===== src/rtl/seg7_pkg.sv =====
// Shared constants for the two-digit seven-segment scanner: segment patterns,
// digit-enable codes, mode encodings and the registered display payload.
// No ports (package).
package seg7_pkg;

  localparam int unsigned SEG_W  = 7;
  localparam int unsigned AN_W   = 2;
  localparam int unsigned DIG_W  = 4;
  localparam int unsigned MODE_W = 2;

  // Active-low segment patterns {g,f,e,d,c,b,a}.
  localparam logic [SEG_W-1:0] SEG_BLANK = 7'h7F;

  // Digit 0 is the rightmost entry, digit 9 the leftmost.
  localparam logic [9:0][SEG_W-1:0] SEG_TABLE = {
    7'h10, 7'h00, 7'h78, 7'h02, 7'h12,
    7'h19, 7'h30, 7'h24, 7'h79, 7'h40
  };

  // Active-low digit enables.
  localparam logic [AN_W-1:0] AN_ONES = 2'b10;
  localparam logic [AN_W-1:0] AN_TENS = 2'b01;
  localparam logic [AN_W-1:0] AN_OFF  = 2'b11;

  // Operating mode reported by the upstream adder/counter.
  typedef enum logic [MODE_W-1:0] {
    MODE_ADD   = 2'b00,
    MODE_HOLD  = 2'b01,
    MODE_COUNT = 2'b10
  } mode_e;

  // Everything that leaves the block toward the display pins.
  typedef struct packed {
    logic [SEG_W-1:0] seg;
    logic [AN_W-1:0]  an;
    logic             dp;
  } disp_t;

endpackage


===== src/rtl/seg7_dec.sv =====
// Combinational BCD digit to active-low seven-segment decoder.
// Ports:
//   digit  - 4-bit digit value; 10..15 decode to blank
//   seg_c  - active-low segments {g,f,e,d,c,b,a}
module seg7_dec
  import seg7_pkg::*;
(
  input  logic [DIG_W-1:0] digit,
  output logic [SEG_W-1:0] seg_c
);

  // Table lookup, blank for non-decimal codes.
  always_comb begin
    seg_c = SEG_BLANK;
    if (digit < DIG_W'(10)) begin
      seg_c = SEG_TABLE[digit];
    end
  end

endmodule


===== src/rtl/seg_scan_disp.sv =====
// Two-digit multiplexed seven-segment display driver for a 0..15 result word,
// with leading-zero blanking, a hold-mode decimal point and an optional
// running-maximum register (enabled by defining PEAK_HOLD_EN).
// Parameters:
//   SCAN_DIV - clock cycles each digit stays lit (1..65535)
// Ports:
//   clk  - clock, rising edge
//   rst  - synchronous active-low reset
//   din  - value to display (0..15)
//   sel  - mode (00 add, 01 hold, 10 count)
//   seg  - active-low segments {g,f,e,d,c,b,a}
//   an   - active-low digit enables, an[0] ones, an[1] tens
//   dp   - active-low decimal point, lit on the tens digit in hold mode
//   peak - largest captured din since reset (0 when PEAK_HOLD_EN undefined)
module seg_scan_disp
  import seg7_pkg::*;
#(
  parameter int unsigned SCAN_DIV = 4
) (
  input  logic             clk,
  input  logic             rst,
  input  logic [DIG_W-1:0] din,
  input  logic [1:0]       sel,
  output logic [SEG_W-1:0] seg,
  output logic [AN_W-1:0]  an,
  output logic             dp,
  output logic [DIG_W-1:0] peak
);

  localparam int unsigned DIV_W = 16;
  localparam logic [DIV_W-1:0] DIV_LAST = DIV_W'(SCAN_DIV - 1);

  logic [DIG_W-1:0] disp_val;
  mode_e            mode_r;
  logic [DIV_W-1:0] div_cnt;
  logic             dsel;
  disp_t            disp_q;

  logic             tens_c;
  logic [DIG_W-1:0] ones_c;
  logic [DIG_W-1:0] dig_c;
  logic [SEG_W-1:0] dec_seg_c;
  disp_t            disp_c;

  // Split the captured value into decimal digits and pick the active slot.
  always_comb begin
    tens_c = (disp_val >= DIG_W'(10));
    ones_c = tens_c ? (disp_val - DIG_W'(10)) : disp_val;
    dig_c  = dsel ? DIG_W'(tens_c) : ones_c;
  end

  seg7_dec u_dec (
    .digit (dig_c),
    .seg_c (dec_seg_c)
  );

  // Next display word; the tens slot blanks a leading zero but keeps its enable.
  always_comb begin
    disp_c.seg = dec_seg_c;
    disp_c.an  = AN_ONES;
    disp_c.dp  = 1'b1;
    if (dsel) begin
      disp_c.an = AN_TENS;
      disp_c.dp = (mode_r != MODE_HOLD);
      if (!tens_c) begin
        disp_c.seg = SEG_BLANK;
      end
    end
  end

  // Capture, scan divider and output registers.
  always_ff @(posedge clk) begin
    if (!rst) begin
      disp_val <= '0;
      mode_r   <= MODE_ADD;
      div_cnt  <= '0;
      dsel     <= 1'b0;
      disp_q   <= '{seg: SEG_BLANK, an: AN_OFF, dp: 1'b1};
    end else begin
      disp_val <= din;
      mode_r   <= mode_e'(sel);
      disp_q   <= disp_c;
      if (div_cnt == DIV_LAST) begin
        div_cnt <= '0;
        dsel    <= ~dsel;
      end else begin
        div_cnt <= div_cnt + DIV_W'(1);
      end
    end
  end

  assign seg = disp_q.seg;
  assign an  = disp_q.an;
  assign dp  = disp_q.dp;

`ifdef PEAK_HOLD_EN
  logic [DIG_W-1:0] peak_q;

  // Running maximum; 4-bit input caps it at 15 naturally.
  always_ff @(posedge clk) begin
    if (!rst) begin
      peak_q <= '0;
    end else if (din > peak_q) begin
      peak_q <= din;
    end
  end

  assign peak = peak_q;
`else
  assign peak = '0;
`endif

endmodule


===== config.mk =====
export PLATFORM = sky130hd
export DESIGN_NAME = seg_scan_disp
export DESIGN_NICKNAME = d
export VERILOG_FILES = /design/src/rtl/seg7_pkg.sv /design/src/rtl/seg7_dec.sv /design/src/rtl/seg_scan_disp.sv
export SDC_FILE = /design/constraint.sdc
export NUM_CORES = 1
export LEC_CHECK = 0
export BUFFER_PORTS_ARGS = -buffer_cell sky130_fd_sc_hd__buf_4
export CORE_MARGIN = 2
export CORE_UTILIZATION = 44
export DETAILED_ROUTE_END_ITERATION = 16
export GPL_ROUTABILITY_DRIVEN = 1
export PLACE_DENSITY = 0.63
export SLEW_MARGIN = 20
export SYNTH_ARGS = -nofsm -noshare
export SYNTH_HDL_FRONTEND = slang
export SYNTH_SLANG_ARGS = --single-unit

===== constraint.sdc =====
create_clock -name clk -period 4 [get_ports clk]
set_input_delay 0.2 -clock clk [delete_from_list [all_inputs] [get_ports clk]]
set_output_delay 0.2 -clock clk [all_outputs]
set_load 0.05 [all_outputs]

==> qor.yml, run 1 <==
grt:
  grt_use_total_pct: 15.9
  grt_pass1_wl_um: 4280
  grt_pass1_vias: 991
  antenna_found_initial: 0
  gr-total-overflow: 0
  grt_start_max_net_pins: 16
synth:
  syn-cell-area_um2: 1450
  yosysMostFrequentCell: "dfxtp_1"
  synth-edff-count: 0
  synth_top_area_share_pct: 45.6
  syn_inst: 158
  ys_ff_latch: 33
  yosysWarnings: 0
  synthFlopType: "dfxtp_1"
  ys_top_cells_by_area: "dfxtp_1, xnor2_1, ha_1, nor2_1, and2_1"
  synth_top_cell_by_area: "dfxtp_1"
  synth_commonest_cells: "dfxtp_1, nor2_1, xnor2_1"
  synth.avg_cell_area_um2: 9.16
  synth_seq_area_share_pct: 45.6
  synth_cell_type_count: 34
  ys_async_sr_fraction_pct: 0
clock_network:
  cts_tree: "done"
  insertion_delay_ps: 330
  numCtsBuffers: 5
  root_buffer: "clkbuf_4"
  clockBufferDepth: 2
  htreeDepth: 2
  post_cts_buffers: 0
  cts_sinks: 33
  cts_hold_buffers: 0
  clk_pin_slew_ps: 100
  post_cts_resized: 0
routing:
  drtAntennaViolNets: 0
  firstDrtPassIters: 4
  remaining_drc_errors: 0
  wire_per_inst_um: 10.9
  drt_iter0_drc: 20
  via_per_inst: 4.89
  totalWireLength_um: 2430
  vias: 1091
timing:
  max_slew_margin_pct: 59.6
  clock_skew_ps: 4.48
  min_period_over_period_pct: 44.8
  hold_viol: 0
  max_freq_ghz: 0.559
  fin_tns_setup_ps: 0
  fin_crit_ps: 1790
  finalSetupViolations: 0
  maxSlewViolCount: 0
  tightest_slew_ps: 603
  rsz0062_at_grt: "no"
layout:
  syn_to_final_growth_pct: 15.3
  diodes: 0
  nNetsFinal: 194
  fin_area_um2: 1670
  drive_gt1_share_pct: 15.6
worst_setup_path:
  start_kind: "register"
  worst-path-max-fanout: 6
  end_kind: "register"
  critPathArrivalTime_ps: 2070
  cp.required_ps: 4280
  crit_type: "reg2reg"
pwr:
  powerDensity_nw_per_um2: 410
  total_power_uw: 684
  p_leak_nw: 0.641
  worst_ir_drop_vdd_uv: 222
floorplan:
  ios: 22
  rows: 20
  start_util_pct: 46.7
  die_height_um: 61.4
  dieWidth_um: 61.4
  dieArea_um2: 3770
  core-area_um2: 3100
flow_run:
  max_cap_violations: 0
place:
  placed_cell_area_um2: 1600
  gp_congestion: 0.741
  port_buffers: 17
  dp_hpwl_um: 1780
status:
  status: "finished clean"
min_path:
  hold_class: "in2reg"
[power by group]
| group | total, mW | internal [mW] | leakage (nW) | switching, mW |
|---|---|---|---|---|
| Clock | 0.211 | 0.102 | 0.0413 | 0.109 |
| Sequential | 0.358 | 0.346 | 0.271 | 0.0115 |
| Combinational | 0.115 | 0.0378 | 0.329 | 0.0771 |
| Total | 0.684 | 0.486 | 0.641 | 0.198 |
[state kept, by name, indices dropped and copies added (netlist names)]
signal and cells:
seg 7, an 2, div_cnt 16, mode_r 2, disp_val 4, dsel 1, dp 1
[logic make-up after synthesis]
kind of cell,Yosys count,synth area share (%)
flops,33,45.6
other cells,1,0.259
fa+ha+maj,8,6.91
simple gates,64,23.2
compound gates,18,7.87
mux,3,2.16
xor+xnor,14,8.47
buf+inv,17,5.53
[final cells by class]
class / count / area, um2
Fill cell: 302 / 1430
Timing Repair Buffer: 17 / 128
Clock buffer: 7 / 65.1
Clock inverter: 1 / 5.00
Multi-Input combinational cell: 111 / 718
Inverter: 10 / 37.5
Sequential cell: 33 / 661
Tap cell: 44 / 55.1
[layout by cell type, fill, tap and decap left out, drive strengths merged, types with 6 or more instances in the layout]
master	n
clkbuf	7
ha	8
o21ai	6
nand2	8
buf	17
nand3	6
dfxtp	33
nor2	19
nor4	6
xnor2	13
inv	10
and2	8
[critical path, stage by stage (launching register included)]
cell and delay, ps:
dfxtp_1 410, inv_1 80, ha_1 330, o21a_1 200, nor3_1 280, mux2_2 380, nand2_1 60
[per-stage QoR]
stage	std cells	setup WS (ps)	hold WS [ps]	util (%)
6_report	223	2210	69.6	53.8
5_1_grt	223	2050	46.4	53.8
4_1_cts	223	2200	52.9	53.8
3_5_place_dp	215	2210	385	51.5
3_3_place_gp	215	2270	398	51.5
2_1_floorplan	161	2360	327	-
[metal layers]
metal,GRT usage [%],part of all wire (%)
met1,20.7,51
met5,0,0
met2,22.2,41
met3,5.04,4.9
met4,11.6,3.7
[final timing paths]
check	from	depth (start not counted)	to	slack [ps]
worst min register to register	mode_r[0]$_SDFF_PN0_	1	dp$_SDFF_PN1_	420
worst max register to register	disp_val[1]$_SDFF_PN0_	6	seg[4]$_SDFF_PN1_	2210
worst max-delay path	disp_val[1]$_SDFF_PN0_	6	seg[4]$_SDFF_PN1_	2210
worst min-delay path	sel[0]	2	mode_r[0]$_SDFF_PN0_	70
Note: power is estimated with default switching activity, not from simulation.
==> run 2, diff against run 1 <==
==> constraint.sdc (replaced) <==
create_clock -name clk -period 1.9 [get_ports clk]
set_input_delay 0.095 -clock clk [delete_from_list [all_inputs] [get_ports clk]]
set_output_delay 0.095 -clock clk [all_outputs]
set_load 0.05 [all_outputs]
==> qor.yml, run 2 (synthesis gave the netlist of run 1 again) <==
timing:
  fin_crit_ps: 1730  # -62.6 ps
  min_period_over_period_pct: 90.9  # +46 points
  maxSlewViolCount: 0  # unchanged
  clock_skew_ps: 4.80  # +0.320 ps
  fin_tns_setup_ps: 0  # unchanged
  hold_viol: 0  # unchanged
  max_freq_ghz: 0.579  # +3.6%
  hold-worst-slack_ps: 419  # +349 ps
  rsz0062_at_grt: "no"
  finalSetupViolations: 0  # unchanged
layout:
  diodes: 0  # unchanged
  drive_gt1_share_pct: 17.7  # +2.1 points
  final_cell_mix: "dfxtp_1, buf_4, nor2_1, xnor2_1, inv_1"
  top_register: "div_cnt"
  fin_area_um2: 1780  # +6.9%
  nNetsFinal: 207  # +6.7%
  multi_input_comb_area_um2: 718  # unchanged
  seqCellArea_um2: 661  # unchanged
  layout_commonest_cell: "dfxtp_1"
  largest_reg_flops: 16  # unchanged
  nFillCells: 296  # -2.0%
  syn_to_final_growth_pct: 23.2
clock_network:
  htreeDepth: 2  # unchanged
  insertion_delay_ps: 340  # about the same
  cts_sinks: 33  # unchanged
  clk_pin_slew_ps: 100  # about the same
  post_cts_resized: 0  # unchanged
  cts_tree: "done"
  root_buffer: "clkbuf_4"
  clockBufferDepth: 2  # unchanged
  numCtsBuffers: 5  # unchanged
grt:
  grt_pass1_vias: 1064  # +7.4%
  grt_pass1_wl_um: 4530  # +6.0%
  grt_start_max_net_pins: 16  # unchanged
  antenna_found_initial: 0  # unchanged
  gr-total-overflow: 0  # unchanged
  grt_use_total_pct: 16.9  # +0.94 points
place:
  port_buffers: 17  # unchanged
  dp_hpwl_um: 1870  # +5.2%
  placed_cell_area_um2: 1640  # +2.8%
  gp_congestion: 0.727  # -1.8%
routing:
  totalWireLength_um: 2640  # +8.6%
  firstDrtPassIters: 4  # unchanged
  vias: 1152  # +5.6%
  wire_per_inst_um: 11.2  # +2.6%
  via_per_inst: 4.88  # -0.23%
  drt_iter0_drc: 24  # +20%
  remaining_drc_errors: 0  # unchanged
  drtAntennaViolNets: 0  # unchanged
worst_setup_path:
  crit_type: "reg2reg"
  critPathArrivalTime_ps: 2010  # -60 ps
  end_kind: "register"
  start_kind: "register"
  worst-path-max-fanout: 6  # unchanged
  cp.required_ps: 2180  # -2100 ps
status:
  status: "finished clean"
floorplan:
  start_util_pct: 46.7  # unchanged
  dieArea_um2: 3770  # unchanged
  core-area_um2: 3100  # unchanged
  rows: 20  # unchanged
  die_height_um: 61.4  # unchanged
  ios: 22  # unchanged
  dieWidth_um: 61.4  # unchanged
pwr:
  powerDensity_nw_per_um2: 823  # +100%
  p_leak_nw: 0.700  # +9.2%
  worst_ir_drop_vdd_uv: 400  # +80%
min_path:
  hold_class: "reg2reg"
flow_run:
  max_cap_violations: 0  # unchanged
run 2: changes by cell type in the layout (fill, tap and decap cells not counted), sizes merged:
cell	previous run	this run
buf	17	23
dlygate4sd3	0	7
run 2: final cells by class:
| cell class | count | share of cell area, % |
|---|---|---|
| clock inverter | 1 | 0.281 |
| tap | 44 | 3.09 |
| sequential | 33 | 37.0 |
| multi-input combinational | 111 | 40.3 |
| clock buffer | 7 | 3.65 |
| inverter | 10 | 2.10 |
| timing repair buffer | 30 | 13.6 |
run 2: path summary, 6_finish.rpt:
kind / depth (start not counted) / start / endpoint / slack (ps)
worst max-delay path: 6 / disp_val[1]$_SDFF_PN0_ / seg[4]$_SDFF_PN1_ / 170
worst min register to register: 1 / mode_r[0]$_SDFF_PN0_ / dp$_SDFF_PN1_ / 420
worst max register to register: 6 / disp_val[1]$_SDFF_PN0_ / seg[4]$_SDFF_PN1_ / 170
worst min-delay path: 1 / mode_r[0]$_SDFF_PN0_ / dp$_SDFF_PN1_ / 420
run 2: power by group:
group | internal [mW] | leakage, nW | total, mW | switching, mW
registers | 0.729 | 0.271 | 0.749 | 0.0198
logic | 0.102 | 0.388 | 0.272 | 0.170
clock network | 0.214 | 0.0413 | 0.447 | 0.233
run 2: worst max-delay path, cell delays in order (launching register included):
cell	delay, ps
dfxtp_1	420
inv_1	80
ha_1	330
o21a_1	190
nor3_1	220
mux2_2	370
nand2_1	60
run 2: routing by layer:
| layer | up-vias | GRT usage, % | wire, um | part of all wire, % |
|---|---|---|---|---|
| li1 | 596 | - | - | - |
| met1 | 514 | 20.2 | 1220 | 46 |
| met2 | 38 | 26.7 | 1190 | 45 |
| met3 | 4 | 6.93 | 186 | 7.0 |
| met4 | 0 | 7.29 | 39 | 1.5 |
| met5 | - | 0 | 0 | 0 |
run 2: what timing repair did:
item                      CTS  global route
setup buffers               0             0
hold buffers                7             0
hold endpoints to repair    8             0
run 2: metrics by stage:
stage	std cells	util (%)	setup WS, ps	power, mW
after floorplan	161	-	258	0.950
after global placement	221	53.0	254	1.02
after detailed placement	221	53.0	201	1.03
after CTS	236	57.5	170	1.48
after global routing	236	57.5	30.6	1.54
final	236	57.5	172	1.47
